## src/rtl/out_stream_packer_pkg.sv

```systemverilog
// -----------------------------------------------------------------------------
// out_stream_packer_pkg
// Shared definitions for the OFIFO-to-stream packer:
//   - packer FSM state encoding (IDLE, SEND)
//   - default geometry: COL channels of PSUM_BW bits, packed into OUT_BW beats
// -----------------------------------------------------------------------------
package out_stream_packer_pkg;

    typedef enum logic [0:0] {
        ST_IDLE = 1'b0,
        ST_SEND = 1'b1
    } state_e;

    localparam int COL     = 8;
    localparam int PSUM_BW = 16;
    localparam int OUT_BW  = 32;

endpackage : out_stream_packer_pkg

```

## src/rtl/out_stream_packer_psum_relu.sv

```systemverilog
// -----------------------------------------------------------------------------
// psum_relu
// Combinational per-channel ReLU over a full OFIFO vector. A channel whose
// sign bit is set is replaced by zero when relu_en_i is high; otherwise the
// vector passes through unchanged.
// Ports:
//   relu_en_i  enable clamping of negative channels
//   data_i     col*psum_bw input vector, channel c at [psum_bw*c +: psum_bw]
//   data_o     col*psum_bw clamped vector, same layout
// -----------------------------------------------------------------------------
module psum_relu
    import out_stream_packer_pkg::*;
#(
    parameter int col     = COL,
    parameter int psum_bw = PSUM_BW
) (
    input  logic                   relu_en_i,
    input  logic [col*psum_bw-1:0] data_i,
    output logic [col*psum_bw-1:0] data_o
);

    // Clamp each negative channel to zero when enabled
    always_comb begin
        data_o = data_i;
        for (int c = 0; c < col; c++) begin
            if (relu_en_i && data_i[psum_bw*c + psum_bw - 1]) begin
                data_o[psum_bw*c +: psum_bw] = {psum_bw{1'b0}};
            end else begin
                data_o[psum_bw*c +: psum_bw] = data_i[psum_bw*c +: psum_bw];
            end
        end
    end

endmodule : psum_relu

```

## src/rtl/out_stream_packer.sv

```systemverilog
// -----------------------------------------------------------------------------
// out_stream_packer
// Pops psum vectors from the upstream OFIFO, optionally applies ReLU, and
// emits each vector as BEATS consecutive out_bw-wide stream beats with
// valid/ready handshaking. Vectors are grouped into frames of frame_len
// vectors (0 = 256); m_last marks the final beat of a frame and frame_done
// pulses the cycle after that beat is accepted.
// Ports:
//   clk, reset            clock, asynchronous active-high reset
//   in_data/in_valid      OFIFO head entry and non-empty flag
//   in_rd                 one-cycle OFIFO pop strobe
//   relu_en               clamp negative channels (sampled on pop)
//   frame_len             vectors per frame (latched at frame start)
//   m_data/m_valid/m_last stream beat, valid, frame-final marker
//   m_ready               downstream accept
//   frame_done            pulse after the frame-final beat is accepted
// -----------------------------------------------------------------------------
module out_stream_packer
    import out_stream_packer_pkg::*;
#(
    parameter  int col     = COL,
    parameter  int psum_bw = PSUM_BW,
    parameter  int out_bw  = OUT_BW,
    localparam int BEATS   = (col*psum_bw)/out_bw
) (
    input  logic                   clk,
    input  logic                   reset,
    input  logic [col*psum_bw-1:0] in_data,
    input  logic                   in_valid,
    output logic                   in_rd,
    input  logic                   relu_en,
    input  logic [7:0]             frame_len,
    output logic [out_bw-1:0]      m_data,
    output logic                   m_valid,
    input  logic                   m_ready,
    output logic                   m_last,
    output logic                   frame_done
);

    localparam int BEAT_W = (BEATS > 1) ? $clog2(BEATS) : 1;

    state_e                 state_q, state_d;
    logic [BEAT_W-1:0]      beat_q, beat_d;
    logic [7:0]             cnt_q, cnt_d;
    logic [8:0]             len_q, len_d;
    logic [col*psum_bw-1:0] hold_q, hold_d;
    logic                   frame_done_q, frame_done_d;

    logic                   [col*psum_bw-1:0] relu_data_s;
    logic                   accept_s;
    logic                   last_beat_s;
    logic                   last_vec_s;
    logic                   vec_done_s;
    logic                   pop_s;

    psum_relu #(
        .col     (col),
        .psum_bw (psum_bw)
    ) u_psum_relu (
        .relu_en_i (relu_en),
        .data_i    (in_data),
        .data_o    (relu_data_s)
    );

    // Handshake qualifiers; the hold register is free in IDLE or when its final beat leaves now
    always_comb begin
        accept_s    = (state_q == ST_SEND) && m_ready;
        last_beat_s = (beat_q == BEAT_W'(BEATS - 1));
        last_vec_s  = ({1'b0, cnt_q} == (len_q - 9'd1));
        vec_done_s  = accept_s && last_beat_s;
        pop_s       = !reset && in_valid && ((state_q == ST_IDLE) || vec_done_s);
    end

    // FSM state register
    always_ff @(posedge clk or posedge reset) begin
        if (reset) begin
            state_q <= ST_IDLE;
        end else begin
            state_q <= state_d;
        end
    end

    // FSM next-state logic
    always_comb begin
        state_d = state_q;
        case (state_q)
            ST_IDLE: begin
                if (pop_s) begin
                    state_d = ST_SEND;
                end else begin
                    state_d = ST_IDLE;
                end
            end
            ST_SEND: begin
                if (vec_done_s && !pop_s) begin
                    state_d = ST_IDLE;
                end else begin
                    state_d = ST_SEND;
                end
            end
            default: state_d = ST_IDLE;
        endcase
    end

    // Datapath next-state: beat index, frame counter, frame length latch, hold register
    always_comb begin
        beat_d       = beat_q;
        cnt_d        = cnt_q;
        len_d        = len_q;
        hold_d       = hold_q;
        frame_done_d = 1'b0;

        if (vec_done_s) begin
            beat_d = {BEAT_W{1'b0}};
            if (last_vec_s) begin
                cnt_d        = 8'd0;
                frame_done_d = 1'b1;
            end else begin
                cnt_d = cnt_q + 8'd1;
            end
        end else if (accept_s) begin
            beat_d = beat_q + BEAT_W'(1);
        end else begin
            beat_d = beat_q;
        end

        // cnt_d (not cnt_q) decides frame start, so a back-to-back pop right
        // after a frame-final beat still latches the new frame's length
        if (pop_s) begin
            hold_d = relu_data_s;
            beat_d = {BEAT_W{1'b0}};
            if (cnt_d == 8'd0) begin
                len_d = (frame_len == 8'd0) ? 9'd256 : {1'b0, frame_len};
            end else begin
                len_d = len_q;
            end
        end else begin
            hold_d = hold_q;
        end
    end

    // Datapath registers
    always_ff @(posedge clk or posedge reset) begin
        if (reset) begin
            beat_q       <= {BEAT_W{1'b0}};
            cnt_q        <= 8'd0;
            len_q        <= 9'd0;
            hold_q       <= {(col*psum_bw){1'b0}};
            frame_done_q <= 1'b0;
        end else begin
            beat_q       <= beat_d;
            cnt_q        <= cnt_d;
            len_q        <= len_d;
            hold_q       <= hold_d;
            frame_done_q <= frame_done_d;
        end
    end

    // FSM outputs, decoded from registered state only (except the pop strobe)
    always_comb begin
        in_rd      = pop_s;
        frame_done = frame_done_q;
        if (state_q == ST_SEND) begin
            m_valid = 1'b1;
            m_data  = hold_q[out_bw*beat_q +: out_bw];
            m_last  = last_beat_s && last_vec_s;
        end else begin
            m_valid = 1'b0;
            m_data  = {out_bw{1'b0}};
            m_last  = 1'b0;
        end
    end

endmodule : out_stream_packer

```

## config.mk

```make
export PLATFORM = sky130hd
export DESIGN_NAME = out_stream_packer
export DESIGN_NICKNAME = d
export VERILOG_FILES = /design/src/rtl/out_stream_packer_pkg.sv /design/src/rtl/out_stream_packer_psum_relu.sv /design/src/rtl/out_stream_packer.sv
export SDC_FILE = /design/constraint.sdc
export NUM_CORES = 1
export LEC_CHECK = 0
export CORE_MARGIN = 10
export CORE_UTILIZATION = 45
export CTS_CLUSTER_SIZE = 25
export DETAILED_ROUTE_END_ITERATION = 8
export GPL_TIMING_DRIVEN = 0
export PLACE_DENSITY = 0.86
export SLEW_MARGIN = 10
export SYNTH_ARGS = -nofsm -noshare
export SYNTH_HDL_FRONTEND = slang
export SYNTH_SLANG_ARGS = --single-unit
export TNS_END_PERCENT = 1
```

## constraint.sdc

```tcl
create_clock -name clk -period 7.34 [get_ports clk]
set_clock_uncertainty 0.2 [all_clocks]
set_input_delay 1.468 -clock clk [delete_from_list [all_inputs] [get_ports clk]]
set_output_delay 1.468 -clock clk [all_outputs]
set_load 0.01 [all_outputs]
```

==> results.md <==
- The global routing's busiest layer is met2.
- Including well taps, the total number of placed cells is roughly 1,200.
- Of the available clock period, the critical path in the final layout requires 0.892.
- The root buffer cell is sky130_fd_sc_hd__clkbuf_16.
- The analysis attributes to net switching a power of 1.34 mW.
- The met3 track demand over resource in global routing is 0.0614.
- The number of global-route vias before repair was roughly 7,000.
- For hold timing, the worst endpoint is hold_q[50].
- The startpoint of the tightest hold check path is hold_q[50].
- The flow ran to the end, and the final reports show no timing, DRC or antenna violations.
- The number of pins exceeding their max-slew limit in the final report came to 0.
- The total of warnings raised by yosys is 0.
- For this run, global-route usage on met1 was measured as 0.251.
- The flop and latch count out of synthesis is 149.
- The post-placement setup slack is about 0.78 ns.
- The ratio of total power to cell area is 389 nW/um^2.
- In this run the critical register-to-register path is launched from len_q[0].
- The total overflow reported by the global router is 0.
- The routed via count divided by cell count is roughly 5.4.
- The routed wire length per instance is roughly 19 um.
- The clock power share is 0.226.
- The number of nets still failing antenna checks after routing is 0.
- Measured along the x axis, the die boundary spans ~150 um.
- Of the cells placed in the final design, the portion with a size suffix greater than 1 is 0.0859.
- The area of all placed cells without fillers is a little over 10,000 um^2.
- The worst reg-to-reg path cell count is 8.
- The clock latency of the later-clocked register in the worst-skew pair is between 0.4 and 0.5 ns.
- The clock net in this run drives a total of around 150 sinks.
- Setup repair after global routing left no endpoint under its margin.
- The first global-routing pass estimated 37.0 mm of wire.
- The internal power consumption is approximately 2.6 mW.
- For the finished layout, the period the worst path requires is approximately 6.6 ns.
- The final wirelength is approximately 24 mm.
- The share of total power dissipated in sequential elements is 0.360.
- After clock tree synthesis, the clock-pin slew on the worst setup and hold paths is 0.06 ns.
- TritonCTS built the clock tree.
- Of the total power, the share spent switching nets is 0.343.
- The instance area after placement is ~9500 um^2.
- The number of buffers added by the clock tree synthesis step is 17.
- The net count of the finished layout is roughly 1,100.
- The largest fanout of any net on the critical path is 36.
- At the pin with the least slew margin, the transition time is ~1.2 ns.
- Setup violations remaining at the end of the flow were counted as 0.
- The count of routing violations after the opening detailed-route iteration is around 460.
- After floorplanning, the core was divided into between 40 and 50 placement rows.
- The clock tree synthesis step divided the H-tree into 4 levels.
- The maximum achievable frequency is ~150 MHz.
- The worst pin sits at a relative slew slack of 0.216.
- Across all setup checks in the final design, the least slack found is about 0.79 ns.
- The buffer levels on the longest clock path is 2.
- The met2 usage is 0.367.
- The worst setup path category is in2out.
- The total count of hold-check failures in the final report is 0.
- The number of nets in the synthesized netlist is approximately 920.
- In this run the tool buffered the top-level ports with between 150 and 200 buffer cells.
- The leakage dissipation is between 4 and 5 nW.
- The endpoint required time on the critical path is roughly 5.7 ns.
- A synthesized cell averages ~9.4 um^2.
- Among all flip-flop cells after synthesis, the most frequent one is sky130_fd_sc_hd__dfrtp_1.
- The post-CTS repair timing setup buffer count is 0.
- The tool flagged a number of max-cap violations equal to 0.
- For this run, asynchronously set or reset flops after synthesis account for 1.00.
- The placeable core area is 15,900 um^2.
- Compared with the post-synthesis result, the final layout area differs by 37.0%.
- The most common cell after layout, fill and taps aside is sky130_fd_sc_hd__nand2_1.
- The number of instances on the worst hold path is 2.
- The worst reg-to-reg setup slack is approximately 4.1 ns.
- In the routed design, unresolved DRC markers number 0.
- The capture point of the worst reg-to-reg path is len_q[7].
- The die is 148 um tall.
- The register area share after synthesis is 0.508.
- Summed over all nets, the half-perimeter wirelength after detailed placement is around 18 mm.
- The first detailed-routing pass took 5 iterations.
- The number of gates resized after CTS was 0.
- The worst setup path is captured at an output port.
- The top cell types in the final layout, fill and taps aside, are sky130_fd_sc_hd__nand2_1 (271), sky130_fd_sc_hd__clkdlybuf4s50_1 (176), sky130_fd_sc_hd__dfrtp_1 (149), sky130_fd_sc_hd__o21ai_0 (138), sky130_fd_sc_hd__clkbuf_1 (51).
- The worst-case IR drop observed on VDD is approximately 210 uV.
- The number of different library cells in the post-synthesis netlist is 42.
- The path class of the tightest hold or removal check is reg2reg.
- After technology mapping, the gate count stands at approximately 780.
- The data arrival time of the critical path is ~4.9 ns.
- The detailed-route via count is about 6,600.
- The initial utilization of the core area, before any placement, comes to 0.461.
- In this run the cell area of the synthesized design comes to approximately 7300 um^2.
- The count of flip-flops with a built-in enable after synthesis is 0.
- The worst setup path is launched from a primary input.
- The share of total power dissipated in combinational logic is 0.414.
- The routability-driven placement congestion ratio is between 0.9 and 1.
- The initial antenna violation count came to 3.
- The total of hold buffers inserted after clock tree synthesis is 0.
- The count of cells in the finished layout, fillers not included, comes to around 1,200.
- The floorplan step defined a die boundary enclosing between 20,000 and 25,000 um^2.
- ~180 I/O pins were placed.
- In the global route stage, overall resource usage came out at 0.216.
- The maximum number of pins on one net before global-route repair is 40.
sequential cells by signal, indices dropped and copies added, names as in the netlist:
register and count:
hold_q 128, len_q 9, cnt_q 8, beat_q 2, frame_done 1, state_q 1
power groups by stage:
stage	Combinational [mW]	Sequential (mW)	Clock, mW
final	1.62	1.41	0.884
after global routing	1.77	1.44	0.929
after CTS	1.63	1.40	0.888
after detailed placement	1.61	1.41	0
after global placement	1.54	1.39	0
after floorplan	0.996	1.33	0
through the flow:
step / total power [mW] / util / hold slack, ns / setup TNS, ns
global route: 4.14 / 0.631 / 0.298 / 0
detailed placement: 3.02 / 0.593 / 0.266 / 0
finish: 3.91 / 0.631 / 0.278 / 0
CTS: 3.92 / 0.631 / 0.278 / 0
global placement: 2.93 / 0.588 / 0.256 / -74.42
floorplan: 2.33 / - / 0.245 / 0
Yosys cell counts (all sizes together), types with 3 or more instances:
master,count,share of area
nor3,7,0.0055
xnor2,9,0.011
ha,3,0.0051
xor2,5,0.0060
clkbuf,50,0.026
inv,9,0.0046
nor4,5,0.0051
o21ai,138,0.094
a21oi,3,0.0020
and3,4,0.0034
nor2,8,0.0041
dfrtp,149,0.51
nand4,3,0.0046
mux2,8,0.013
nand2b,8,0.0068
mux4,33,0.10
nand2,271,0.14
buf,6,0.0034
nand3,8,0.0061
and2,33,0.028
worst max-delay path by stage:
stage               start    end  slack (ns)  cells past startpoint
floorplan           reset  in_rd        0.82                      5
global placement    reset  in_rd       -2.03                      7
detailed placement  reset  in_rd        0.78                      9
CTS                 reset  in_rd        0.78                      9
global route        reset  in_rd        0.62                      9
finish              reset  in_rd        0.79                      9
worst max-delay path: stages:
cell and delay [ns]:
sky130_fd_sc_hd__clkdlybuf4s50_1 0.51, sky130_fd_sc_hd__clkinvlp_4 0.37, sky130_fd_sc_hd__buf_12 0.33, sky130_fd_sc_hd__buf_12 0.20, sky130_fd_sc_hd__nand3_2 0.28, sky130_fd_sc_hd__clkbuf_1 0.50, sky130_fd_sc_hd__clkbuf_1 0.51, sky130_fd_sc_hd__inv_1 0.13
sky130_fd_sc_hd__clkdlybuf4s50_1 0.55
cell type report:
| type | instances | area [um^2] |
|---|---|---|
| fill | 1268 | 5880 |
| sequential | 149 | 3730 |
| multi-input combinational | 565 | 3370 |
| timing repair buffer | 180 | 1840 |
| clock buffer | 22 | 484 |
| tap | 216 | 270 |
| buffer | 56 | 213 |
| clock inverter | 9 | 116 |
| inverter | 9 | 37.5 |
| antenna | 2 | 5.00 |
layer usage:
layer / share of wire / wire, um / vias up
met4: 0.036 / 841 / 0
li1: - / - / 3026
met2: 0.50 / 11800 / 240
met1: 0.39 / 9180 / 3251
met3: 0.071 / 1680 / 56
met5: 0 / 0 / -
logic make-up after synthesis:
logic type | after synthesis | share of synthesized area
buffers and inverters | 65 | 0.0336
xor gates and xnor gates | 14 | 0.0167
adders and majority gates | 3 | 0.00511
AOI/OAI and AO/OA | 152 | 0.111
muxes | 43 | 0.117
DFF | 149 | 0.508
and+or+nand+nor | 353 | 0.209
Power figures use the tool's default switching activity.
